## src/rtl/food_placer_if.sv

```systemverilog
// Request/response and body-read-port signals between the snake core and the food placer.
interface food_placer_if;
  logic       Req;
  logic [3:0] Length;
  logic [3:0] BodyIdx;
  logic [7:0] BodyLoc;
  logic [7:0] Food;
  logic       Done;
  logic       Busy;

  // Core side drives requests and answers body reads.
  modport master (
    output Req, Length, BodyLoc,
    input  BodyIdx, Food, Done, Busy
  );

  // Placer side.
  modport slave (
    input  Req, Length, BodyLoc,
    output BodyIdx, Food, Done, Busy
  );
endinterface

```

## src/rtl/food_placer.sv

```systemverilog
// Picks a free 16x16 grid cell for new food: LFSR seed, then serial body scan
// with linear probing past occupied cells.
module food_placer #(
  parameter logic [7:0] LFSR_SEED = 8'hA5,
  parameter logic [7:0] FOOD_INIT = 8'h88
) (
  input logic           Clk,
  input logic           Reset,
  food_placer_if.slave  bus
);

  localparam int unsigned CELL_W = 8;
  localparam int unsigned IDX_W  = 4;

  // An all-zero seed would lock the LFSR, so it is replaced by 01.
  localparam logic [CELL_W-1:0] SEED_LOAD = (LFSR_SEED == 8'h00) ? 8'h01 : LFSR_SEED;

  typedef enum logic {
    IDLE = 1'b0,
    SCAN = 1'b1
  } state_t;

  state_t            r_state;
  logic [CELL_W-1:0] r_lfsr;
  logic [CELL_W-1:0] r_cand;
  logic [CELL_W-1:0] r_food;
  logic [IDX_W-1:0]  r_body_idx;
  logic [IDX_W-1:0]  r_len;
  logic              r_done;
  logic              r_busy;

  logic              w_fb;
  logic              w_match;
  logic              w_last;

  assign w_fb    = r_lfsr[7] ^ r_lfsr[5] ^ r_lfsr[4] ^ r_lfsr[3];
  assign w_match = (bus.BodyLoc == r_cand);
  assign w_last  = (r_body_idx == (r_len - IDX_W'(1)));

  always_ff @(posedge Clk) begin
    if (Reset) begin
      r_state    <= IDLE;
      r_lfsr     <= SEED_LOAD;
      r_cand     <= '0;
      r_food     <= FOOD_INIT;
      r_body_idx <= '0;
      r_len      <= '0;
      r_done     <= 1'b0;
      r_busy     <= 1'b0;
    end else begin
      r_lfsr <= {r_lfsr[CELL_W-2:0], w_fb};
      r_done <= 1'b0;
      case (r_state)
        IDLE: begin
          if (bus.Req) begin
            if (bus.Length == '0) begin
              r_food <= r_lfsr;
              r_done <= 1'b1;
            end else begin
              r_cand     <= r_lfsr;
              r_body_idx <= '0;
              r_len      <= bus.Length;
              r_busy     <= 1'b1;
              r_state    <= SCAN;
            end
          end
        end
        SCAN: begin
          // A hit restarts the full body scan with the next candidate cell.
          if (w_match) begin
            r_cand     <= r_cand + CELL_W'(1);
            r_body_idx <= '0;
          end else if (!w_last) begin
            r_body_idx <= r_body_idx + IDX_W'(1);
          end else begin
            r_food     <= r_cand;
            r_done     <= 1'b1;
            r_body_idx <= '0;
            r_busy     <= 1'b0;
            r_state    <= IDLE;
          end
        end
        default: begin
          r_state <= IDLE;
          r_busy  <= 1'b0;
        end
      endcase
    end
  end

  assign bus.BodyIdx = r_body_idx;
  assign bus.Food    = r_food;
  assign bus.Done    = r_done;
  assign bus.Busy    = r_busy;

endmodule
```

## src/flat_wrapper.sv

```systemverilog
// flat-port wrapper written by rule: the top's interface ports become plain ports
module food_placer_flat 
#(
  parameter logic [7:0] LFSR_SEED = 8'hA5,
  parameter logic [7:0] FOOD_INIT = 8'h88
)
  (Clk, Reset, bus_Req, bus_Length, bus_BodyLoc, bus_BodyIdx, bus_Food, bus_Done, bus_Busy);
  food_placer_if bus_i ();
  input logic Clk;
  input logic Reset;
  input wire logic [$bits(bus_i.Req)-1:0] bus_Req;
  input wire logic [$bits(bus_i.Length)-1:0] bus_Length;
  input wire logic [$bits(bus_i.BodyLoc)-1:0] bus_BodyLoc;
  output wire logic [$bits(bus_i.BodyIdx)-1:0] bus_BodyIdx;
  output wire logic [$bits(bus_i.Food)-1:0] bus_Food;
  output wire logic [$bits(bus_i.Done)-1:0] bus_Done;
  output wire logic [$bits(bus_i.Busy)-1:0] bus_Busy;
  assign bus_i.Req = bus_Req;
  assign bus_i.Length = bus_Length;
  assign bus_i.BodyLoc = bus_BodyLoc;
  assign bus_BodyIdx = bus_i.BodyIdx;
  assign bus_Food = bus_i.Food;
  assign bus_Done = bus_i.Done;
  assign bus_Busy = bus_i.Busy;
  food_placer #(.LFSR_SEED(LFSR_SEED), .FOOD_INIT(FOOD_INIT)) u_core (.Clk(Clk), .Reset(Reset), .bus(bus_i));
endmodule
```

## config.mk

```make
export PLATFORM = sky130hd
export DESIGN_NAME = food_placer_flat
export DESIGN_NICKNAME = d
export VERILOG_FILES = /design/src/rtl/food_placer_if.sv /design/src/rtl/food_placer.sv /design/src/flat_wrapper.sv
export SDC_FILE = /design/constraint.sdc
export NUM_CORES = 1
export LEC_CHECK = 0
export BUFFER_PORTS_ARGS = -buffer_cell sky130_fd_sc_hd__buf_2
export CORE_ASPECT_RATIO = 0.6
export CORE_MARGIN = 8
export CORE_UTILIZATION = 60
export DETAILED_ROUTE_END_ITERATION = 7
export PLACE_DENSITY = 0.81
export SLEW_MARGIN = 10
export SYNTH_ARGS = -nofsm -noshare
export SYNTH_HDL_FRONTEND = slang
export SYNTH_SLANG_ARGS = --single-unit
```

## constraint.sdc

```tcl
create_clock -name Clk -period 4.6 [get_ports Clk]
set_input_delay 0.46 -clock Clk [delete_from_list [all_inputs] [get_ports Clk]]
set_output_delay 0.46 -clock Clk [all_outputs]
set_load 0.1 [all_outputs]
```

==> impl_metrics.yaml <==
run_status:
  status: "completed"
timing:
  whs_ns: 0.4231
  finalSetupViolCount: 0
  maxSlewHeadroom: 0.5805
  worst_slack_ns: 2.532
  drv_slew: 0
  finalHoldViolCount: 0
  max_freq_ghz: 0.4836
  worstMarginPinSlew_ns: 0.6285
  period_share: 0.4495
  rsz0062_at_grt: "false"
  min_period_ns: 2.068
  fin_tns_setup_ns: 0
  skew_ns: 0.002979
final_layout:
  fin_util: 0.7092
  finalNonFillerCells: 276
  design_area_um2: 2063
  antenna_cells: 0
  nets: 253
  syn2layout_area_growth_pct: 11.49
  drive_gt1_frac: 0.2051
yosys:
  synth_fp_nets: 229
  avgSynthCellArea_um2: 8.770
  synth_edf_count: 0
  ys_ff_latch: 35
  seq_area_frac_synth: 0.3786
  ys.flop_type: "dfxtp_1"
  synth_fa_ha_area_frac: 0.02028
  ys_warn_count: 0
  synthCells: 211
  synth_xor_area_frac: 0.08046
  syn_area_um2: 1851
  synth-compound-area-share: 0.1724
  synthMuxAreaShare: 0.04598
  async_flop_share: 0
  yosys.cell_types.count: 42
  synth_top_family_by_area: "simple AND/OR/NAND/NOR gates"
  synthSimpleGateAreaFrac: 0.2515
placement:
  gp_congestion: 0.8747
  dpl.hpwl_um: 3312
  placed_cell_area_um2: 1991
  portBuffers: 28
  dp_slack_ns: 2.317
  dp_cells: 270
critical_path:
  required_ns: 4.78
  worstSetupStartpointType: "flip-flop"
  cpLargestDelayFamily: "flip-flops"
  cp.depth: 7
  worst_setup_path_end_kind: "flip-flop"
  r2r_cells: 7
  cp_max_fo: 9
  regToRegSetupSlack_ns: 2.53
  reg2reg_from: "u_core.r_len[0]"
  r2r-end: "u_core.bus.Food[1]"
  crit_buf_inv: 1
  max_stage_delay_ns: 0.40
  critical_path_arrival_ns: 2.24
  critical_path_class: "flip-flop to flip-flop"
  worstPathCellList: "inv_1 > ha_1 > xor2_1 > xnor2_1 > nand4_1 > o2bb2ai_4 > mux2_4"
  cp_slowest_cell: "dfxtp_1"
pwr:
  power.total_mw: 0.7813
  power_density_nw_per_um2: 378.7
  peakVddDrop_uv: 250.2
  power_leakage_nw: 0.8920
clock_network:
  cts_buffer_depth: 2
  post-cts-setup-buffers: 0
  cts_tree: "built"
  cts_root_buffer: "clkbuf_8"
  clk_latency_ns: 0.28
  htreeDepth: 2
  cts_sinks: 35
  hold_buffers: 0
  cts_buffers: 5
  cts_resized: 0
  path_clk_slew_ns: 0.06
detailed_routing:
  drc: 0
  dr.pass1.iters: 4
  dr_total_vias: 1606
  totalWireLength_um: 4398
  wire_per_inst_um: 15.93
  drtIter0Drc: 114
  ant_nets: 0
  via_per_inst: 5.819
die:
  die_x_um: 87.70
  core_um2: 2909
  io_pins: 29
  rows: 15
  die_area_um2: 5176
  die_h_um: 59.02
  start_util: 0.6361
worst_hold_path:
  worstHoldPathType: "input pin to flip-flop"
  min-delay-start: "bus_Length[0]"
  hold_depth: 3
  min_to: "u_core.r_len[0]"
grt:
  grt_use_total: 0.1805
  grt_antenna_before_repair: 0
  grt_max_degree: 30
  grt_pass1_wl_um: 7245
  grt_overflow: 0
  grt_pass1_vias: 1562
job:
  cap_violations: 0
-- routing by layer --
layer / vias to the layer above / part of all wire / routed length [um] / GRT usage
met2: 77 / 0.44 / 1926 / 0.2843
met4: 0 / 0.015 / 64 / 0.06311
met1: 737 / 0.43 / 1898 / 0.2256
li1: 783 / - / - / -
met5: - / 0 / 0 / 0
met3: 9 / 0.12 / 508 / 0.05809
-- worst max-delay path by stage --
stage | from | end
after detailed placement | bus_Length[3] | u_core.r_cand[5]
final | u_core.r_len[0] | u_core.bus.Food[1]
after CTS | u_core.r_len[0] | u_core.bus.Food[1]
after global placement | bus_Length[3] | u_core.r_cand[5]
after global routing | u_core.r_len[0] | u_core.bus.Food[1]
after floorplan | u_core.bus.BodyIdx[3] | u_core.bus.Food[1]
-- cells in the final DEF (no fill, tap or decap), types with 2 or more instances in the layout --
master,count
nor2b_1,15
nand3_1,7
ha_1,3
a21oi_1,6
nand4_1,4
a22oi_1,3
nor2_1,15
nor4_4,2
clkbuf_8,5
o32ai_1,3
and3_1,2
mux2i_1,7
o21ai_0,9
and2_1,4
o31ai_1,3
nor3_1,8
a211oi_1,4
o221a_2,2
a31oi_1,5
buf_2,28
dfxtp_1,35
nand2_1,21
xnor2_1,3
xor2_1,14
inv_1,9
or2_2,3
-- cell usage after synthesis, types with 2 or more instances --
| library cell | number | area [um2] |
|---|---|---|
| dfxtp_1 | 35 | 700.7 |
| nand2_1 | 21 | 78.83 |
| nor2_1 | 15 | 56.30 |
| nor2b_1 | 15 | 93.84 |
| xor2_1 | 14 | 122.6 |
| inv_1 | 9 | 33.78 |
| o21ai_0 | 9 | 45.04 |
| nor3_1 | 8 | 40.04 |
| mux2i_1 | 7 | 70.07 |
| nand3_1 | 7 | 35.03 |
| a21oi_1 | 6 | 30.03 |
| clkbuf_1 | 6 | 22.52 |
| a31oi_1 | 5 | 31.28 |
| a211oi_1 | 4 | 30.03 |
| and2_1 | 4 | 25.02 |
| nand4_1 | 4 | 25.02 |
| a22oi_1 | 3 | 22.52 |
| ha_1 | 3 | 37.54 |
| o31ai_1 | 3 | 22.52 |
| o32ai_1 | 3 | 26.28 |
| or2_2 | 3 | 18.77 |
| xnor2_1 | 3 | 26.28 |
| and3_1 | 2 | 12.51 |
| buf_2 | 2 | 10.01 |
| nor4_4 | 2 | 42.54 |
| o221a_2 | 2 | 22.52 |
-- logic make-up (layout without fill, tap and decap cells) --
kind of cell,after synthesis,after routing
AND/OR/NAND/NOR,85,85
AO/OA/AOI/OAI,42,42
XOR/XNOR,17,17
flip-flops,35,35
multiplexers,8,8
buffers and inverters,21,44
adder cells (fa/ha/maj),3,3
-- registers in the layout, summed over array words and instances (netlist names) --
signal and flops:
u_core.bus.BodyIdx 4, u_core.bus.Busy 1, u_core.bus.Done 1, u_core.bus.Food 8, u_core.r_cand 8, u_core.r_len 4
u_core.r_lfsr 8, u_core.r_state 1
-- worst min-delay path, delay by kind of cell --
family / cells / cell delay [ns]
AND/OR/NAND/NOR: 1 / 0.05
buffers and inverters: 1 / 0.10
AO/OA/AOI/OAI: 1 / 0.05
-- layout make-up --
type	count	area [um2]
sequential	35	700.7
clock buffer	6	72.57
multi-input combinational	155	1056
timing repair buffer	29	147.6
inverter	9	33.78
tap	42	52.55
fill	211	845.8
-- where the power goes --
part	internal, mW	switching, mW
combinational	0.0676	0.150
sequential	0.330	0.0307
clock	0.101	0.102
Note: power is estimated with default switching activity, not from simulation.
